### src/rtl/usb_phy_pkg.sv
`default_nettype none
// ============================================================================
// Module      : usb_phy_pkg
// Description : Shared PIPE status codes, symbol codes and elastic-buffer
//               entry layout for the USB 3.0 PHY receive path.
// Revision    : 1.0 - initial release
// ============================================================================
package usb_phy_pkg;

    localparam logic [2:0] ST_OK      = 3'b000;
    localparam logic [2:0] ST_SKP_ADD = 3'b001;
    localparam logic [2:0] ST_SKP_RM  = 3'b010;
    localparam logic [2:0] ST_DEC_ERR = 3'b100;
    localparam logic [2:0] ST_OVF     = 3'b101;
    localparam logic [2:0] ST_UNF     = 3'b110;

    localparam logic [7:0] K_COM = 8'hBC;
    localparam logic [7:0] K_SKP = 8'h3C;

    // Per-entry sideband that sits above the data field in every buffer word.
    typedef struct packed {
        logic [2:0] status;
        logic       k;
    } ebuf_tag_t;

    // Full entry for the native 8-bit symbol width.
    typedef struct packed {
        logic [2:0] status;
        logic       k;
        logic [7:0] data;
    } ebuf_entry_t;

endpackage
`default_nettype wire

### src/rtl/usb_phy_ebuf_ram.sv
`default_nettype none
// ============================================================================
// Module      : usb_phy_ebuf_ram
// Description : Elastic-buffer storage; synchronous write, asynchronous read.
// Revision    : 1.0 - initial release
// ============================================================================
module usb_phy_ebuf_ram #(
    parameter int DEPTH = 16,
    parameter int WIDTH = 12
) (
    input  logic                     clk,
    input  logic                     i_wr_en,
    input  logic [$clog2(DEPTH)-1:0] i_wr_addr,
    input  logic [WIDTH-1:0]         i_wr_data,
    input  logic [$clog2(DEPTH)-1:0] i_rd_addr,
    output logic [WIDTH-1:0]         o_rd_data
);

    logic [WIDTH-1:0] r_mem [DEPTH];

    always_ff @(posedge clk) begin
        if (i_wr_en) begin
            r_mem[i_wr_addr] <= i_wr_data;
        end
    end

    assign o_rd_data = r_mem[i_rd_addr];

endmodule
`default_nettype wire

### src/rtl/usb_phy_elastic_buf.sv
`default_nettype none
// ============================================================================
// Module      : usb_phy_elastic_buf
// Description : PIPE receive elastic buffer with SKP add/remove clock
//               compensation, polarity inversion and status reporting.
// Revision    : 1.0 - initial release
// ============================================================================
module usb_phy_elastic_buf
    import usb_phy_pkg::*;
#(
    parameter int                DATA_W  = 8,
    parameter int                DEPTH   = 16,
    parameter int                HI_MARK = 12,
    parameter int                LO_MARK = 4,
    parameter logic [DATA_W-1:0] SKP_SYM = DATA_W'(K_SKP)
) (
    input  logic                     PHY_CLK,
    input  logic                     PHY_RST,
    input  logic                     PHY_CLR,
    input  logic                     RX_WINC,
    input  logic [DATA_W-1:0]        WR_DATA,
    input  logic                     WR_DATAK,
    input  logic                     WR_ERR,
    input  logic                     RX_RINC,
    input  logic                     RX_POLARITY,
    output logic [DATA_W-1:0]        RX_DATA,
    output logic                     RX_DATAK,
    output logic                     RX_VALID,
    output logic [2:0]               RX_STATUS,
    output logic [$clog2(DEPTH):0]   FILL
);

    localparam int          AW        = $clog2(DEPTH);
    localparam int          EW        = DATA_W + 4;
    localparam logic [AW:0] c_one     = (AW+1)'(1);
    localparam logic [AW:0] c_hi_mark = (AW+1)'(HI_MARK);
    localparam logic [AW:0] c_lo_mark = (AW+1)'(LO_MARK);

    logic [AW:0]        r_wptr;
    logic [AW:0]        r_rptr;
    logic [AW:0]        r_fill;
    logic               r_pend_rm;
    logic               r_pend_ovf;
    logic               r_ins_done;
    logic [DATA_W-1:0]  r_rx_data;
    logic               r_rx_datak;
    logic               r_rx_valid;
    logic [2:0]         r_rx_status;

    logic [EW-1:0]      w_head;
    logic [EW-1:0]      w_wr_entry;
    ebuf_tag_t          w_head_tag;
    logic [DATA_W-1:0]  w_head_data;
    logic               w_run;
    logic               w_full;
    logic               w_empty;
    logic               w_head_skp;
    logic               w_ins_first;
    logic               w_pop;
    logic               w_wr_skp;
    logic               w_skp_rm;
    logic               w_ovf;
    logic               w_push;
    logic [2:0]         w_wr_status;
    logic [2:0]         w_rd_status;
    logic [DATA_W-1:0]  w_rd_data;

    assign w_head_tag  = ebuf_tag_t'(w_head[EW-1:DATA_W]);
    assign w_head_data = w_head[DATA_W-1:0];

    always_comb begin
        w_run       = !PHY_RST && !PHY_CLR;
        w_full      = (r_wptr[AW] != r_rptr[AW]) && (r_wptr[AW-1:0] == r_rptr[AW-1:0]);
        w_empty     = (r_wptr == r_rptr);

        // First read of a SKP while running low: present it but keep it at the head.
        w_head_skp  = w_head_tag.k && (w_head_data == SKP_SYM);
        w_ins_first = w_head_skp && (r_fill <= c_lo_mark) && !r_ins_done;
        w_pop       = w_run && RX_RINC && !w_empty && !w_ins_first;

        w_wr_skp    = WR_DATAK && (WR_DATA == SKP_SYM);
        w_skp_rm    = w_run && RX_WINC && w_wr_skp && (r_fill >= c_hi_mark);
        w_ovf       = w_run && RX_WINC && !w_skp_rm && w_full && !w_pop;
        w_push      = w_run && RX_WINC && !w_skp_rm && !w_ovf;

        if (WR_ERR) begin
            w_wr_status = ST_DEC_ERR;
        end else if (r_pend_ovf) begin
            w_wr_status = ST_OVF;
        end else if (r_pend_rm) begin
            w_wr_status = ST_SKP_RM;
        end else begin
            w_wr_status = ST_OK;
        end
        w_wr_entry = {w_wr_status, WR_DATAK, WR_DATA};

        // Repeated SKP reports the addition unless an error code already rides on it.
        if (r_ins_done && (w_head_tag.status != ST_DEC_ERR) && (w_head_tag.status != ST_OVF)) begin
            w_rd_status = ST_SKP_ADD;
        end else begin
            w_rd_status = w_head_tag.status;
        end

        w_rd_data = (RX_POLARITY && !w_head_tag.k) ? ~w_head_data : w_head_data;
    end

    usb_phy_ebuf_ram #(
        .DEPTH (DEPTH),
        .WIDTH (EW)
    ) u_ram (
        .clk       (PHY_CLK),
        .i_wr_en   (w_push),
        .i_wr_addr (r_wptr[AW-1:0]),
        .i_wr_data (w_wr_entry),
        .i_rd_addr (r_rptr[AW-1:0]),
        .o_rd_data (w_head)
    );

    always_ff @(posedge PHY_CLK) begin
        if (PHY_RST || PHY_CLR) begin
            r_wptr      <= '0;
            r_rptr      <= '0;
            r_fill      <= '0;
            r_pend_rm   <= 1'b0;
            r_pend_ovf  <= 1'b0;
            r_ins_done  <= 1'b0;
            r_rx_data   <= '0;
            r_rx_datak  <= 1'b0;
            r_rx_valid  <= 1'b0;
            r_rx_status <= ST_OK;
        end else begin
            if (w_push) begin
                r_wptr <= r_wptr + c_one;
            end
            if (w_pop) begin
                r_rptr <= r_rptr + c_one;
            end
            if (w_push && !w_pop) begin
                r_fill <= r_fill + c_one;
            end else if (w_pop && !w_push) begin
                r_fill <= r_fill - c_one;
            end

            // A stored symbol carries the highest pending code; all pending flags are retired.
            if (w_push) begin
                r_pend_rm  <= 1'b0;
                r_pend_ovf <= 1'b0;
            end
            if (w_skp_rm) begin
                r_pend_rm <= 1'b1;
            end
            if (w_ovf) begin
                r_pend_ovf <= 1'b1;
            end

            if (RX_RINC && !w_empty) begin
                r_ins_done <= w_ins_first;
            end

            if (RX_RINC) begin
                r_rx_valid  <= !w_empty;
                r_rx_data   <= w_empty ? '0 : w_rd_data;
                r_rx_datak  <= !w_empty && w_head_tag.k;
                r_rx_status <= w_empty ? ST_UNF : w_rd_status;
            end else begin
                r_rx_valid <= 1'b0;
            end
        end
    end

    assign RX_DATA   = r_rx_data;
    assign RX_DATAK  = r_rx_datak;
    assign RX_VALID  = r_rx_valid;
    assign RX_STATUS = r_rx_status;
    assign FILL      = r_fill;

endmodule
`default_nettype wire

### config.mk
export PLATFORM = sky130hd
export DESIGN_NAME = usb_phy_elastic_buf
export DESIGN_NICKNAME = d
export VERILOG_FILES = /design/src/rtl/usb_phy_pkg.sv /design/src/rtl/usb_phy_ebuf_ram.sv /design/src/rtl/usb_phy_elastic_buf.sv
export SDC_FILE = /design/constraint.sdc
export NUM_CORES = 1
export LEC_CHECK = 0
export CAP_MARGIN = 20
export CORE_MARGIN = 2
export CORE_UTILIZATION = 35
export CTS_BUF_LIST = sky130_fd_sc_hd__clkbuf_16
export DETAILED_ROUTE_END_ITERATION = 16
export PLACE_DENSITY_LB_ADDON = 0.05
export SLEW_MARGIN = 10
export SYNTH_ARGS = -nofsm -noshare
export SYNTH_HDL_FRONTEND = slang
export SYNTH_SLANG_ARGS = --single-unit
### constraint.sdc
create_clock -name PHY_CLK -period 5.15 [get_ports PHY_CLK]
set_clock_uncertainty 0.2 [all_clocks]
set_input_delay 1.545 -clock PHY_CLK [delete_from_list [all_inputs] [get_ports PHY_CLK]]
set_output_delay 1.545 -clock PHY_CLK [all_outputs]
set_load 0.01 [all_outputs]
==> flow_summary_export.csv, run 1 <==
group,metric,value,unit
status,status,"completed",
logic_synthesis,yosys_most_used_dff,"edfxtp_1",
grt,grt_pass1_vias,4830,
clocking,post_cts_buffers,0,
worst_setup_path,arrival,5.09,ns
finish,fin_util,0.4385,
grt,busiest_layer,"met2",
clocking,clock_latency,0.53,ns
timing,hold_viol_final,0,
clocking,cts_hold_buf,0,
placed_design,io_buffer_count,33,
floorplanning,die_h,164.2,microns
worst_setup_path,path_cells,"clkdlybuf4s50_1 -> nand4bb_1 -> or4_1 -> and3_1 -> o21a_1 -> o31a_1 -> ha_1 -> inv_1 -> ha_1 -> a21o_1 -> a21oi_1 -> xnor2_1 -> or3_1 -> a21oi_1",
worst_setup_path,cp-end-kind,"flop",
grt,grtUsageMet3,0.02374,
detailed_routing,dr_total_vias,4743,
run,maxCapViolations,0,
grt,antenna_found_initial,0,
detailed_routing,drt-total-wl,22.46,mm
timing,relSlewSlack,0.2829,
finish,insertedDiodeCount,0,
detailed_routing,dr.pass1.iters,5,
timing,slew_viol_final,0,
finish,fin_cells,936,
timing,finalSetupTns,0,ns
grt,grt_overflow,0,
clocking,cts_sinks,227,
timing,timing.fmax,207.3,MHz
detailed_routing,drtIter0Drc,308,
placed_design,placed_area,10140,sq um
clocking,clock_path_buffers,3,
worst_setup_path,cp-start-kind,"input port",
timing,setup_viol_count_final,0,
floorplanning,ios,34,
clocking,post_cts_resized,0,
worst_setup_path,cpLargestDelayFamily,"simple AND/OR/NAND/NOR gates",
floorplanning,initial_core_util,0.3565,
grt,grtUsageMet1,0.2465,
timing,min_period,4.823,ns
clocking,cts_max_level,1,
worst_setup_path,setup.worst_path.class,"in2reg",
worst_setup_path,crit_buf_inv,2,
placed_design,place_hpwl,15.42,mm
finish,final_area,11040,sq um
finish,nets,612,
finish,drive_above_1_share,0.2657,
worst_setup_path,worstPathMaxFanout,4,
logic_synthesis,syn_area_per_cell,18.25,sq um
placed_design,placed_cells,888,
clocking,cts_tree,"built",
power_and_ir_drop,p_leak,3.623,nW
logic_synthesis,synth_edf_count,192,
worst_setup_path,cp_slowest_cell,"or4_1",
logic_synthesis,netlist_area,8977,sq um
timing,worst_pin_slew,1.070,ns
worst_setup_path,cp_slowest_stage_delay,0.66,ns
logic_synthesis,ys_ff_latch,227,
floorplanning,fp-row-count,58,
clocking,cts-root-buf,"clkbuf_16",
logic_synthesis,synth_cells,492,
detailed_routing,drc,0,
timing,whs,0.2521,ns
floorplanning,coreArea,25180,sq um
floorplanning,die_area,26950,sq um
logic_synthesis,synth_fp_nets,518,
finish,area_growth,23.00,%
clocking,cts_inserted_buffers,26,
power_and_ir_drop,peakVddDrop,257.4,uV
timing,rsz0062_at_grt,"no",
detailed_routing,ant_nets,0,
clocking,path_clk_slew,0.06,ns
worst_setup_path,required,5.42,ns
grt,grt_pass1_wl,33.15,mm
floorplanning,die_width,164.2,microns
logic_synthesis,synth.distinct_cells,47,
grt,gr-usage-met2,0.2822,
detailed_routing,wire_per_inst,24.00,microns
logic_synthesis,yosysWarnings,0,
timing,fin_crit_sh,0.9365,
power_and_ir_drop,p_per_area,362.1,nW/um^2
logic_synthesis,ys_async_sr_fraction,0,
grt,grt_max_degree,19,
worst_hold_path,hold_class,"reg2reg",
placed_design,gp_congestion,0.7392,
detailed_routing,vias_per_cell,5.067,
logic_synthesis,ys_seq_area_frac,0.7203,
grt,track_usage,0.1733,
-- power breakdown --
group / total [W] / internal (W) / leakage (nW) / switching (W)
clock network: 0.00191 / 0.00119 / 0.457 / 0.000720
registers: 0.00199 / 0.00199 / 1.99 / 0.00000341
logic: 0.0000900 / 0.0000396 / 1.18 / 0.0000503
total: 0.00400 / 0.00322 / 3.62 / 0.000774
-- sequential cells by signal (all words and copies together), names as in the netlist, named ones only --
name and cells:
r_pend_ovf 1, FILL 5, RX_DATA 8, RX_DATAK 1, r_pend_rm 1, RX_VALID 1, u_ram.r_mem 192, RX_STATUS 3
r_wptr 5, r_rptr 5, r_ins_done 1
-- worst min-delay path, stage by stage, from the launching register on --
cell,delay [ns]
dfxtp_1,0.32
nand2_1,0.04
o21ai_0,0.05
-- kinds of logic (layout without fill, tap and decap cells) --
group           after synthesis  in the layout  share of synthesized area
simple gates                 92             92                    0.04976
xor+xnor                     19             19                    0.01854
buf+inv                      32            146                    0.01672
flops                       227            227                     0.7203
mux                          64             64                     0.1469
fa+ha+maj                    10             10                    0.01477
compound gates               48             48                    0.03303
-- cells in the mapped netlist, types with 4 or more instances --
master,instances,area (sq um)
edfxtp_1,192,5766
mux4_2,54,1216
dfxtp_1,35,700.7
nor2_1,28,105.1
nand2_1,26,97.59
o21ai_0,17,85.08
a21oi_1,11,55.05
inv_1,11,41.29
xor2_1,11,96.34
clkbuf_1,9,33.78
ha_1,9,112.6
mux2i_1,8,80.08
xnor2_1,8,70.07
nand2b_1,7,43.79
buf_2,6,30.03
nand3_1,5,25.02
nor3_1,4,20.02
-- placed cells by master, fill, tap and decap left out, drive strengths merged, types with 2 or more instances in the layout --
cell type and instances:
a21o 2, a21oi 11, a22o 3, a22oi 3, and2 2, and3 2, buf 54, bufinv 5
clkbuf 27, clkdlybuf4s50 33, clkinv 12, dfxtp 35, edfxtp 192, ha 9, inv 14, mux2 2
mux2i 8, mux4 54, nand2 27, nand2b 7, nand3 5, nand3b 2, nand4 2, nor2 28
nor2b 3, nor3 4, o211ai 3, o21ai 18, o31ai 3, or2 3, or3 3, xnor2 8
xor2 11
-- final timing paths --
| path | start | to | slack (ns) | cells after the start |
|---|---|---|---|---|
| worst max-delay path | WR_DATA[1] | FILL[4] | 0.33 | 14 |
| worst min-delay path | RX_DATA[4] | RX_DATA[4] | 0.25 | 2 |
| worst max register to register | flop | FILL[4] | 0.49 | 14 |
| worst min register to register | RX_DATA[4] | RX_DATA[4] | 0.25 | 2 |
-- routing by layer --
| layer | vias to the layer above | routed length (microns) |
|---|---|---|
| li1 | 2139 | - |
| met1 | 2477 | 10590 |
| met2 | 91 | 10640 |
| met3 | 36 | 700 |
| met4 | 0 | 524 |
| met5 | - | 0 |
-- metrics by stage --
stage                     total power, W  worst slack [ns]
final                           0.003999            0.3270
after global routing            0.004125            0.1998
after CTS                       0.004045            0.3267
after detailed placement        0.002124           -0.2275
after global placement          0.002122           -0.1715
after floorplan                 0.002067            0.6993
-- area by class of cell --
cell class,instances,area [sq um]
tap,330,412.9
sequential,227,6471
multi-input combinational,233,2381
timing repair buffer,87,835.8
clock buffer,27,675.6
fill,2188,14140
clock inverter,21,224.0
inverter,11,41.29
No activity file was read; power rests on OpenSTA's default activity.
==> inputs of run 2 (changes only) <==
--- a/config.mk
+++ b/config.mk
@@ -7,10 +7,11 @@
 export LEC_CHECK = 0
 export CAP_MARGIN = 20
 export CORE_MARGIN = 2
-export CORE_UTILIZATION = 35
+export CORE_UTILIZATION = 25
 export CTS_BUF_LIST = sky130_fd_sc_hd__clkbuf_16
 export DETAILED_ROUTE_END_ITERATION = 16
 export PLACE_DENSITY_LB_ADDON = 0.05
+export SKIP_LAST_GASP = 1
 export SLEW_MARGIN = 10
 export SYNTH_ARGS = -nofsm -noshare
 export SYNTH_HDL_FRONTEND = slang
==> run 2 against run 1 <==
  * Largest cell class unchanged
  * Critical path type unchanged
  * Fmax rose by 3.3%
  * Clock power up 2%
  * Non-clock buffer count decreased by 5
  * Power rose by 0.84%
  * Design area rose by 0.90%
==> flow_summary_export.csv, run 2 (synthesis gave the netlist of run 1 again) <==
group,metric,value,unit
timing,worst_pin_slew,1.026,ns
floorplanning,die_area,37440,sq um
clocking,cts-root-buf,"clkbuf_16",
finish,area_growth,24.10,%
clocking,post_cts_buffers,0,
timing,setup_viol_count_final,0,
detailed_routing,wire_per_inst,23.46,microns
timing,whs,0.2578,ns
clocking,clock_latency,0.53,ns
placed_design,io_buffer_count,33,
timing,min_period,4.667,ns
worst_setup_path,cp_slowest_stage_delay,0.64,ns
clocking,clock_path_buffers,3,
placed_design,place_hpwl,16.47,mm
worst_setup_path,cp_slowest_cell,"or4_1",
floorplanning,coreArea,35480,sq um
worst_setup_path,cpLargestDelayFamily,"simple AND/OR/NAND/NOR gates",
finish,largest-register,"u_ram.r_mem",
detailed_routing,drt-total-wl,24.99,mm
grt,grt_pass1_vias,5090,
timing,setup_slack,0.4828,ns
timing,rsz0062_at_grt,"no",
power_and_ir_drop,p_per_area,361.9,nW/um^2
timing,finalSetupTns,0,ns
finish,nets,609,
placed_design,gp_congestion,0.6970,
placed_design,dp_slack,-0.1548,ns
worst_hold_path,hold_class,"reg2reg",
detailed_routing,ant_nets,0,
finish,layout_common_cells,"edfxtp_1 (192), mux4_2 (54), buf_4 (44), dfxtp_1 (33), clkdlybuf4s50_1 (33)",
finish,drive_above_1_share,0.2517,
detailed_routing,drc,0,
power_and_ir_drop,p_leak,3.611,nW
clocking,post_cts_resized,0,
floorplanning,die_h,193.5,microns
clocking,cts_sinks,227,
grt,grt_max_degree,21,
worst_setup_path,crit_buf_inv,2,
grt,grt_pass1_wl,36.39,mm
floorplanning,initial_core_util,0.2530,
timing,fin_crit_sh,0.9062,
finish,insertedDiodeCount,0,
floorplanning,ios,34,
grt,track_usage,0.1340,
clocking,cts_max_level,1,
finish,largest_reg_flops,192,
worst_setup_path,setup.worst_path.class,"in2reg",
worst_setup_path,arrival,4.93,ns
worst_setup_path,cp-end-kind,"flop",
timing,slew_viol_final,0,
worst_setup_path,path_cells,"clkdlybuf4s50_1 -> nand4bb_1 -> or4_1 -> and3_1 -> o21a_1 -> o31a_1 -> ha_1 -> inv_1 -> ha_1 -> a21o_1 -> a21oi_1 -> xnor2_1 -> or3_1 -> a21oi_1",
grt,antenna_found_initial,0,
worst_setup_path,cp-start-kind,"input port",
timing,relSlewSlack,0.3133,
floorplanning,die_width,193.5,microns
timing,hold_viol_final,0,
clocking,cts_inserted_buffers,28,
timing,timing.fmax,214.3,MHz
finish,final_common_cell,"edfxtp_1",
finish,fillers,3480,
detailed_routing,dr.pass1.iters,6,
clocking,cts_tree,"built",
clocking,cts_hold_buf,0,
run,maxCapViolations,0,
worst_setup_path,worstPathMaxFanout,3,
status,status,"completed",
detailed_routing,drtIter0Drc,252,
detailed_routing,dr_total_vias,4735,
clocking,path_clk_slew,0.06,ns
power_and_ir_drop,peakVddDrop,245.6,uV
floorplanning,fp-row-count,69,
worst_setup_path,required,5.42,ns
detailed_routing,vias_per_cell,4.446,
grt,grt_overflow,0,
-- run 2: cell types whose count changed in the layout (fill, tap and decap cells not counted), sizes merged --
cell      delta
bufinv       -1
clkinv       -2
clkinvlp     -1
inv          +5
clkbuf       +2
buf          -5
-- run 2: stage by stage --
| step | power [W] | instances | util | cell area (sq um) |
|---|---|---|---|---|
| finish | 0.004032 | 1065 | 0.3140 | 11140 |
| global route | 0.004173 | 1065 | 0.3140 | 11140 |
| CTS | 0.004099 | 1065 | 0.3140 | 11140 |
| detailed placement | 0.002126 | 1014 | 0.2881 | 10220 |
| global placement | 0.002125 | 1013 | 0.2878 | 10210 |
| floorplan | 0.002067 | 492 | - | 8977 |
-- run 2: worst paths after layout --
kind | start | endpoint | slack, ns | cells after the start
setup / recovery | WR_DATA[7] | FILL[4] | 0.48 | 14
hold / removal | RX_DATA[2] | RX_DATA[2] | 0.26 | 2
setup reg to reg | flop | FILL[4] | 0.57 | 16
hold reg to reg | RX_DATA[2] | RX_DATA[2] | 0.26 | 2
-- run 2: report_power, final --
group          leakage (nW)  switching [W]  internal (W)
combinational          1.14      0.0000515     0.0000385
clock                 0.482       0.000743       0.00120
sequential             1.99     0.00000354       0.00199
-- run 2: routing by layer --
metal	GRT usage	wire length, microns
met5	0	0
met4	0.03082	448
met3	0.02162	1015
met2	0.2189	11920
met1	0.1874	11610
-- run 2: area by class of cell --
class	instances	area, sq um	area share
well taps	461	576.8	0.05177
inverters	11	41.29	0.003706
multi-input cells	233	2381	0.2137
repair buffers	82	752.0	0.06750
flip-flops and latches	227	6471	0.5809
clock buffers	29	725.7	0.06514
clock inverters	22	192.7	0.01730
-- run 2: worst min-delay path, cell delays in order, from the launching register on --
cell	delay (ns)
dfxtp_1	0.33
nand2_1	0.04
o21ai_0	0.06
